===== config.mk =====
export PLATFORM = sky130hd
export DESIGN_NAME = booth_multiplier_seq_flat
export DESIGN_NICKNAME = d
export VERILOG_FILES = /design/src/rtl/booth_multiplier_seq_if.sv /design/src/rtl/booth_multiplier_seq.sv /design/src/flat_wrapper.sv
export SDC_FILE = /design/constraint.sdc
export NUM_CORES = 1
export LEC_CHECK = 0
export ABC_AREA = 0
export CORE_UTILIZATION = 50
export CTS_BUF_LIST = sky130_fd_sc_hd__clkbuf_16
export CTS_CLUSTER_DIAMETER = 120
export DETAILED_ROUTE_END_ITERATION = 12
export GPL_TIMING_DRIVEN = 0
export MAX_ROUTING_LAYER = met4
export PLACE_DENSITY_LB_ADDON = 0.08
export SYNTH_ARGS = -nofsm -noshare
export SYNTH_HDL_FRONTEND = slang
export SYNTH_SLANG_ARGS = --single-unit
export TNS_END_PERCENT = 5

===== constraint.sdc =====
create_clock -name clock -period 3.65 [get_ports clock]
set_input_delay 0.9125 -clock clock [delete_from_list [all_inputs] [get_ports clock]]
set_output_delay 0.9125 -clock clock [all_outputs]
set_load 0.02 [all_outputs]

===== src/rtl/booth_multiplier_seq_if.sv =====
// Start/busy/done handshake bundle for the sequential Booth multiplier.
// The master drives the operands and start; the slave returns status and product halves.
interface booth_multiplier_seq_if #(
  parameter int REG_SIZE = 32
);
  logic                start;
  logic [REG_SIZE-1:0] Multiplicand;
  logic [REG_SIZE-1:0] Multiplier;
  logic                busy;
  logic                done;
  logic [REG_SIZE-1:0] HI;
  logic [REG_SIZE-1:0] LO;

  modport master (
    output start, Multiplicand, Multiplier,
    input  busy, done, HI, LO
  );

  modport slave (
    input  start, Multiplicand, Multiplier,
    output busy, done, HI, LO
  );
endinterface


===== src/rtl/booth_multiplier_seq.sv =====
// Sequential radix-2 Booth signed multiplier for the ezRISC MUL instruction.
// Retires one Booth step per clock and delivers a 2*REG_SIZE-bit product as HI/LO.
module booth_multiplier_seq #(
  parameter int REG_SIZE = 32
) (
  input  logic                   clock,
  input  logic                   clear_n,
  booth_multiplier_seq_if.slave  bus
);

  localparam int CW = (REG_SIZE > 1) ? $clog2(REG_SIZE) : 1;
  localparam logic [CW-1:0] LAST_STEP = CW'(REG_SIZE - 1);

  typedef enum logic [1:0] {
    IDLE = 2'd0,
    RUN  = 2'd1,
    DONE = 2'd2
  } state_t;

  state_t              state;
  logic [REG_SIZE:0]   acc;
  logic [REG_SIZE:0]   mcand;
  logic [REG_SIZE-1:0] mplier;
  logic                q_prev;
  logic [CW-1:0]       count;

  logic [REG_SIZE:0]   sum;
  logic [REG_SIZE:0]   acc_next;
  logic [REG_SIZE-1:0] mplier_next;
  logic                q_prev_next;
  logic                accept;

  assign accept = bus.start && (state == IDLE || state == DONE);

  // A and M carry one extra sign bit so subtracting the most negative multiplicand cannot overflow.
  always_comb begin
    sum = acc;
    unique case ({mplier[0], q_prev})
      2'b01:   sum = acc + mcand;
      2'b10:   sum = acc - mcand;
      default: sum = acc;
    endcase
    {acc_next, mplier_next, q_prev_next} = {sum[REG_SIZE], sum, mplier};
  end

  always_ff @(posedge clock or negedge clear_n) begin
    if (!clear_n) begin
      state    <= IDLE;
      acc      <= '0;
      mcand    <= '0;
      mplier   <= '0;
      q_prev   <= 1'b0;
      count    <= '0;
      bus.busy <= 1'b0;
      bus.done <= 1'b0;
      bus.HI   <= '0;
      bus.LO   <= '0;
    end else begin
      unique case (state)
        IDLE, DONE: begin
          bus.done <= 1'b0;
          if (accept) begin
            state    <= RUN;
            acc      <= '0;
            mcand    <= {bus.Multiplicand[REG_SIZE-1], bus.Multiplicand};
            mplier   <= bus.Multiplier;
            q_prev   <= 1'b0;
            count    <= '0;
            bus.busy <= 1'b1;
          end else begin
            state    <= IDLE;
            bus.busy <= 1'b0;
          end
        end

        RUN: begin
          acc    <= acc_next;
          mplier <= mplier_next;
          q_prev <= q_prev_next;
          count  <= count + 1'b1;
          // The last step publishes the shifted result directly, saving a cycle.
          if (count == LAST_STEP) begin
            state    <= DONE;
            bus.busy <= 1'b0;
            bus.done <= 1'b1;
            bus.HI   <= acc_next[REG_SIZE-1:0];
            bus.LO   <= mplier_next;
          end
        end

        default: begin
          state    <= IDLE;
          bus.busy <= 1'b0;
          bus.done <= 1'b0;
        end
      endcase
    end
  end

endmodule


===== src/flat_wrapper.sv =====
// flat-port wrapper written by rule: the top's interface ports become plain ports
module booth_multiplier_seq_flat 
#(
  parameter int REG_SIZE = 32
)
  (clock, clear_n, bus_start, bus_Multiplicand, bus_Multiplier, bus_busy, bus_done, bus_HI, bus_LO);
  booth_multiplier_seq_if #(.REG_SIZE(REG_SIZE)) bus_i ();
  input  logic clock;
  input  logic clear_n;
  input wire logic [$bits(bus_i.start)-1:0] bus_start;
  input wire logic [$bits(bus_i.Multiplicand)-1:0] bus_Multiplicand;
  input wire logic [$bits(bus_i.Multiplier)-1:0] bus_Multiplier;
  output wire logic [$bits(bus_i.busy)-1:0] bus_busy;
  output wire logic [$bits(bus_i.done)-1:0] bus_done;
  output wire logic [$bits(bus_i.HI)-1:0] bus_HI;
  output wire logic [$bits(bus_i.LO)-1:0] bus_LO;
  assign bus_i.start = bus_start;
  assign bus_i.Multiplicand = bus_Multiplicand;
  assign bus_i.Multiplier = bus_Multiplier;
  assign bus_busy = bus_i.busy;
  assign bus_done = bus_i.done;
  assign bus_HI = bus_i.HI;
  assign bus_LO = bus_i.LO;
  booth_multiplier_seq #(.REG_SIZE(REG_SIZE)) u_core (.clock(clock), .clear_n(clear_n), .bus(bus_i));
endmodule

# Word level (Yosys, flattened, before mapping)
# Index checks and enable logic that the tools add are counted.
# Widths: inputs -> output; s select.
classes:
  n_addsub: 3
  reduce_logical: 8
  eq_ne: 7
  muxes: 17
op_table:
  columns: ["operator", "count"]
  rows:
  - ["$pmux 33 s2", 2]
  - ["$pmux 32 s2", 1]
  - ["$add 33x33->33", 1]
  - ["$mux 33", 1]
  - ["$sub 33x33->33", 1]
  - ["$mux 32", 1]
  - ["$pmux 5 s2", 1]
  - ["$mux 1", 6]
  - ["$reduce_and 2->1", 3]
  - ["$add 5x1->5 const B", 1]
  - ["$eq 5x5->1 const B", 1]
  - ["$mux 5", 1]
  - ["$eq 2x1->1 const B", 2]
  - ["$eq 2x2->1 const B", 2]
  - ["$ne 2x1->1 const B", 2]
  - ["$pmux 1 s2", 2]
  - ["$pmux 2 s2", 1]
  - ["$logic_not 2->1", 1]
  - ["$mux 2", 1]
  - ["$reduce_bool 2->1", 1]
  - ["$reduce_or 2->1", 1]
  - ["$logic_and 1x1->1", 1]
  - ["$logic_or 1x1->1", 1]
word_totals:
  output_inout_bits: 66
  regBits: 171

# Logic depth before layout (Yosys ltp)
# Gate-level depths: netlist (run 1).
depth:
  word_depth: 5
  depth_mapped: 19
  depth_no_buf: 19

# Worst setup path after synthesis (run 1)
# No wires, ideal clock.
synth_timing:
  path_kind: "register to register"
  from: "register u_core.mcand[7]"
  to: "register u_core.acc[31]"
  setup_time_ns: 0.133
  synth_period_minus_slack_ns: 4.019
  slack_ns: -0.369
  arrival_time_ns: 3.886
  path_stages_with_launch: 18
  required_ns: 3.517
  path_cell_list: "dfrtp_1 or4_1 nor2_1 nand2_1 nor4_1 nor2_1 xnor2_1 ha_1 clkbuf_1 a211oi_1 nor2_1 a2111oi_0 o221ai_1 a31o_2 o21ai_0 or3b_4 o211ai_1 o31ai_1"
synth_via:
  elab_chain_len: 3
  elab_cells_between_ends: 4
synth_rtl:
  columns: ["element", "line_no", "text"]
  rows:
  - ["start, declared", "booth_multiplier_seq.sv:22", "logic [REG_SIZE:0] mcand;"]
  - ["start signal, assigned", "booth_multiplier_seq.sv:65", "mcand <= {bus.Multiplicand[REG_SIZE-1], bus.Multiplicand};"]
  - ["$sub 33x33->33 / $add 33x33->33 (equally long branches)", "booth_multiplier_seq.sv:40, booth_multiplier_seq.sv:39", null]
  - ["$pmux 33 s2 *", "booth_multiplier_seq.sv:38", "unique case ({mplier[0], q_prev})"]
  - ["$pmux 33 s2 *", "booth_multiplier_seq.sv:59", "unique case (state)"]
  - ["end signal, assigned", "booth_multiplier_seq.sv:77", "acc <= acc_next;"]
  - ["end, declared", "booth_multiplier_seq.sv:21", "logic [REG_SIZE:0] acc;"]
# Mark *: on every way between the ends. The rest lies on a longest branch, timed or not.
# A chain may end at the register's enable or synchronous reset.

# Final worst setup path (run 1)
layout_timing:
  from: "register u_core.mcand[15]"
  to: "register u_core.acc[31]"
# The elaborated chain is that of the path after synthesis.

==> results.toml, run 1 <==
[logic_synthesis]
syn_avg_cell_area_um2 = 8.761
synth_cell_types = 58
async_flop_share_pct = 100.0
yosysWarnings = 0
synth_top_family_by_area = "simple AND/OR/NAND/NOR gates"
synth_edf_count = 0
synthSimpleGateAreaFrac_pct = 21.02
syn_inst = 1026
synth-compound-area-share_pct = 16.26
synth.area.top_cells = "dfrtp_1 47%, nand2_1 13%, ha_1 5.0%"
synth_area_um2 = 8989
synth_xor_area_share_pct = 5.457
synthAdderAreaFrac_pct = 5.234
synth_flop_cell = "dfrtp_1"
ys_ff_latch = 168
seq_area_frac_synth_pct = 46.77
synth_top_area_share_pct = 46.77
synth_nets = 1130
yosysTopAreaCell = "dfrtp_1"
synth_mux_area_share_pct = 2.339

[final_layout]
fillers = 1486
mostFrequentLayoutCells = "303 x nand2_1, 166 x dfrtp_1, 131 x clkdlybuf4s50_1, 61 x o21ai_0, 49 x a21oi_1"
drive_gt1_share_pct = 10.02
mostFrequentLayoutCell = "nand2_1"
multi_input_area_um2 = 4777
diodes = 0
area_delta_synth_final_pct = 29.02
postLayoutCoreUtil_pct = 66.59
final_nets = 1298
regArea_um2 = 4207
fin_cells = 1432

[timing]
fmaxAchievable_mhz = 247.0
hold-worst-slack_ps = 454.4
finalHoldViolCount = 0
finalCritPeriodShare_pct = 110.9
finalSetupViolCount = 30
worst_slew_pin_slew_ps = 754.7
clock-skew-final_ps = 11.17
maxSlewViolCount = 0
rsz0062_at_grt = "yes"
relSlewSlack_pct = 49.69
period_minus_slack_ps = 4049
worst_slack_ps = -399.1

[worst_setup_path]
setup.worst_path.start = "u_core.mcand[15]"
worst-setup-path-type = "reg -> reg"
slowest_delay_ps = 560
worst-path-max-fanout = 4
crit_path_start_kind = "register"
critPathArrivalTime_ps = 4350
required_ps = 3950
cp-end-kind = "register"
critPathBufInv = 0
cp_top_family = "simple AND/OR/NAND/NOR gates"
worst_r2r_startpoint = "u_core.mcand[15]"
crit_slowest_cell = "or4_4"
crit_chain = "or4_4, or3_4, nor3_1, nor2_1, xnor2_1, ha_1, a21o_1, a2111oi_4, o221ai_2, a31o_2, o21ai_1, or3b_4, o211ai_1, o31ai_1"

[clock_tree]
path_clk_slew_ps = 70
clock_path_buffers = 2
clkLatencyLatePin_ps = 440
cts.sinks = 168
cts-root-buf = "clkbuf_16"
cts_tree = "yes"
hold_buffers = 0
htreeDepth = 4
cts-buffers-inserted = 17

[die]
die_h_um = 136.1
start_util_pct = 51.61
die_area_um2 = 18520
die_x_um = 136.1
coreArea_um2 = 17420
num_io_pins = 133
rows = 48

[place]
port_buffers = 132
hpwlAfterDp_um = 18300
gp_congestion = 0.9209
placed_cells = 1384

[status]
status = "finished, violations left"
violations = "negative setup slack"

[global_route]
grt_use_total_pct = 29.76
first_global_vias = 7700
overflow = 0
antenna_found_initial = 0
grt_pass1_wl_um = 40590
grt_max_degree = 89

[drt]
postRouteAntennaNets = 0
route.detailed.drc = 0
vias_per_cell = 5.675
post_drt_wl_per_cell_um = 18.05
firstDrtPassIters = 5
drt-total-wl_um = 25850
vias = 8127
first_iter_violations = 685

[job]
cap_violations = 0

[hold_path]
hold_class = "in -> async"
-- final cells by class --
class	count	area share [%]
buffer	52	1.737
clock buffer	17	3.668
clock inverter	15	1.349
inverter	14	0.4531
multi-input combinational	789	41.19
sequential	168	36.27
tap	225	2.427
timing repair buffer	152	12.90
-- kinds of logic after synthesis --
family / after synthesis
AOI/OAI and AO/OA: 234
buffers and inverters: 69
and+or+nand+nor: 442
xor gates and xnor gates: 56
muxes: 20
DFF: 168
adders and majority gates: 37
-- per-stage QoR --
stage               cell area [um2]  TNS, ps  setup WS [ps]
finish                        11600    -5676         -399.1
CTS                           11470    -5337         -398.3
detailed placement            10630   -22980         -929.0
floorplan                      8996   -475.4         -258.7
global route                  11600   -12330         -560.1
global placement              10600  -933090          -5437
-- synthesized netlist by cell type (all sizes together) (5+ instances only) --
library cell	n
and3	6
clkbuf	47
nor2	43
mux2i	12
nor3b	5
a21o	18
a22oi	32
xnor2	40
a21oi	54
a31oi	7
a211oi	6
ha	36
o211ai	6
nand4	6
o21ai	76
dfrtp	168
nand3	20
buf	8
nor2b	5
xor2	16
nand2b	8
nand2	305
inv	13
mux2	8
nor3	19
a22o	13
or3	8
-- state kept, by name (all words and copies together), names as in the netlist --
name           cells
u_core.mplier     32
u_core.mcand      32
u_core.acc        32
u_core.bus.HI     32
u_core.count       5
u_core.bus.LO     32
u_core.state       2
u_core.q_prev      1
-- metal layers --
layer | GRT usage [%] | vias to the layer above | wire, um
met5 | - | - | 0
met2 | 45.32 | 222 | 12220
li1 | - | 3876 | -
met1 | 41.13 | 3991 | 11910
met4 | 10.31 | 0 | 527
met3 | 3.430 | 38 | 1189
-- final timing paths --
| kind | to | slack (ps) | cells after the start |
|---|---|---|---|
| worst max register to register | u_core.acc[31] | -400 | 14 |
| worst min register to register | u_core.bus.LO[19] | 470 | 2 |
| worst max-delay path | u_core.acc[31] | -400 | 14 |
| min in group clock | u_core.bus.LO[19] | 470 | 2 |
| max in group asynchronous | u_core.mplier[20] | 2350 | 2 |
| worst min-delay path | u_core.mcand[16] | 450 | 1 |
-- timing repair --
item | CTS | global route
gates resized for setup | 46 | 30
buffers inserted | 16 | 3
pin swaps | 29 | 13
endpoints found under the setup margin | 45 | 46
Power of run 1 is left out: the tool's default activity adds up to more than one toggle a clock period on the data nets, which glitch-free logic cannot reach.
==> inputs of run 2 (changes only) <==
--- a/config.mk
+++ b/config.mk
@@ -13,6 +13,7 @@
 export GPL_TIMING_DRIVEN = 0
 export MAX_ROUTING_LAYER = met4
 export PLACE_DENSITY_LB_ADDON = 0.08
+export SETUP_SLACK_MARGIN = 0.4
 export SYNTH_ARGS = -nofsm -noshare
 export SYNTH_HDL_FRONTEND = slang
 export SYNTH_SLANG_ARGS = --single-unit
==> run 2 against run 1 <==
The run still ends with negative setup slack left. Final cell count hardly changed. Critical path depth stayed put. Die area stayed put. Worst setup slack worse by 22 ps. Global-route usage is 0.18 points lower. Critical path type unchanged.
==> results.toml, run 2 (synthesis results as in run 1) <==
[final_layout]
multi_input_area_um2 = 4821
postLayoutCoreUtil_pct = 66.93
regArea_um2 = 4207
mostFrequentLayoutCells = "302 x nand2_1, 166 x dfrtp_1, 131 x clkdlybuf4s50_1, 56 x o21ai_0, 44 x a21oi_1"
drive_gt1_share_pct = 10.93
final_nets = 1299
mostFrequentLayoutCell = "nand2_1"
fillers = 1500
area_delta_synth_final_pct = 29.68
diodes = 0

[timing]
clock-skew-final_ps = 10.62
finalCritPeriodShare_pct = 111.5
relSlewSlack_pct = 49.05
maxSlewViolCount = 0
fmaxAchievable_mhz = 245.6
period_minus_slack_ps = 4071
hold-worst-slack_ps = 442.1
finalHoldViolCount = 0
finalSetupViolCount = 29
rsz0062_at_grt = "yes"
worst_slew_pin_slew_ps = 764.3
worst_slack_ps = -420.9

[die]
num_io_pins = 133
die_x_um = 136.1
start_util_pct = 51.61
coreArea_um2 = 17420
die_h_um = 136.1
rows = 48
die_area_um2 = 18520

[hold_path]
hold_class = "in -> async"

[clock_tree]
clock_path_buffers = 2
cts_tree = "yes"
cts.sinks = 168
cts-root-buf = "clkbuf_16"
path_clk_slew_ps = 70
clkLatencyLatePin_ps = 440
htreeDepth = 4
cts-buffers-inserted = 17

[global_route]
first_global_vias = 7658
antenna_found_initial = 0
grt_max_degree = 89
overflow = 0
grt_use_total_pct = 29.59
grt_pass1_wl_um = 40360

[drt]
route.detailed.drc = 0
vias_per_cell = 5.677
drt-total-wl_um = 25850
vias = 8135
post_drt_wl_per_cell_um = 18.04
firstDrtPassIters = 5
postRouteAntennaNets = 0
first_iter_violations = 659

[status]
status = "finished, violations left"
violations = "negative setup slack"

[worst_setup_path]
required_ps = 3950
cp-end-kind = "register"
crit_path_start_kind = "register"
worst-setup-path-type = "reg -> reg"
critPathArrivalTime_ps = 4370
worst-path-max-fanout = 5

[job]
cap_violations = 0

[place]
port_buffers = 132
gp_congestion = 0.9209
hpwlAfterDp_um = 18300
-- run 2: cell count changes in the layout (fill, tap and decap cells not counted), moves of 4 or more --
cell     change
o21ai_1      +4
o21ai_0      -5
a21oi_1      -5
a21oi_2      +5
-- run 2: per-layer routing --
| layer | track usage (%) | wire length [um] | vias up |
|---|---|---|---|
| li1 | - | - | 3879 |
| met1 | 40.96 | 11880 | 3975 |
| met2 | 45.04 | 12240 | 241 |
| met3 | 3.430 | 1172 | 40 |
| met4 | 10.06 | 560 | 0 |
| met5 | - | 0 | - |
-- run 2: cell type report --
class	instances	area share [%]
well taps	225	2.415
clock inverters	15	1.342
clock buffers	17	3.650
repair buffers	150	12.77
plain buffers	55	1.921
inverters	14	0.4508
flip-flops and latches	168	36.09
multi-input cells	789	41.36
-- run 2: metrics by stage --
stage / setup TNS (ps) / area, um2 / setup WS [ps] / std cells
2_1_floorplan: -475.4 / 8996 / -258.7 / 1026
3_3_place_gp: -933090 / 10600 / -5437 / 1383
3_5_place_dp: -22980 / 10630 / -929.0 / 1384
4_1_cts: -6867 / 11440 / -366.3 / 1429
5_1_grt: -11200 / 11660 / -599.6 / 1433
6_report: -6048 / 11660 / -420.9 / 1433
-- run 2: path summary, 6_finish.rpt --
check                                  start                end  slack, ps  depth (start not counted)
min in group clock         u_core.bus.LO[19]  u_core.bus.LO[19]        470                          2
max reg2reg                 u_core.mcand[15]     u_core.acc[31]       -420                         14
min                                  clear_n   u_core.mcand[13]        440                          1
max in group asynchronous            clear_n    u_core.count[0]       2360                          2
min reg2reg                u_core.bus.LO[19]  u_core.bus.LO[19]        470                          2
max                         u_core.mcand[15]     u_core.acc[31]       -420                         14
-- run 2: critical path: stages (launching register included) --
cell and delay [ps]:
dfrtp_1 410, or4_4 550, or3_4 370, and2b_1 240
nor2_1 60, xnor2_1 150, ha_1 300, a21o_1 270
a2111oi_4 360, o221ai_2 160, a31o_2 250, o21ai_1 130
or3b_4 400, o211ai_1 160, o31ai_1 110
-- run 2: repair_timing --
action / CTS / global route
setup endpoints to repair: 52 / 51
hold buffers: 0 / 0
setup buffers: 13 / 4
resized for setup: 46 / 57
pin swaps: 22 / 22
Power of run 2 is left out for the same reason.
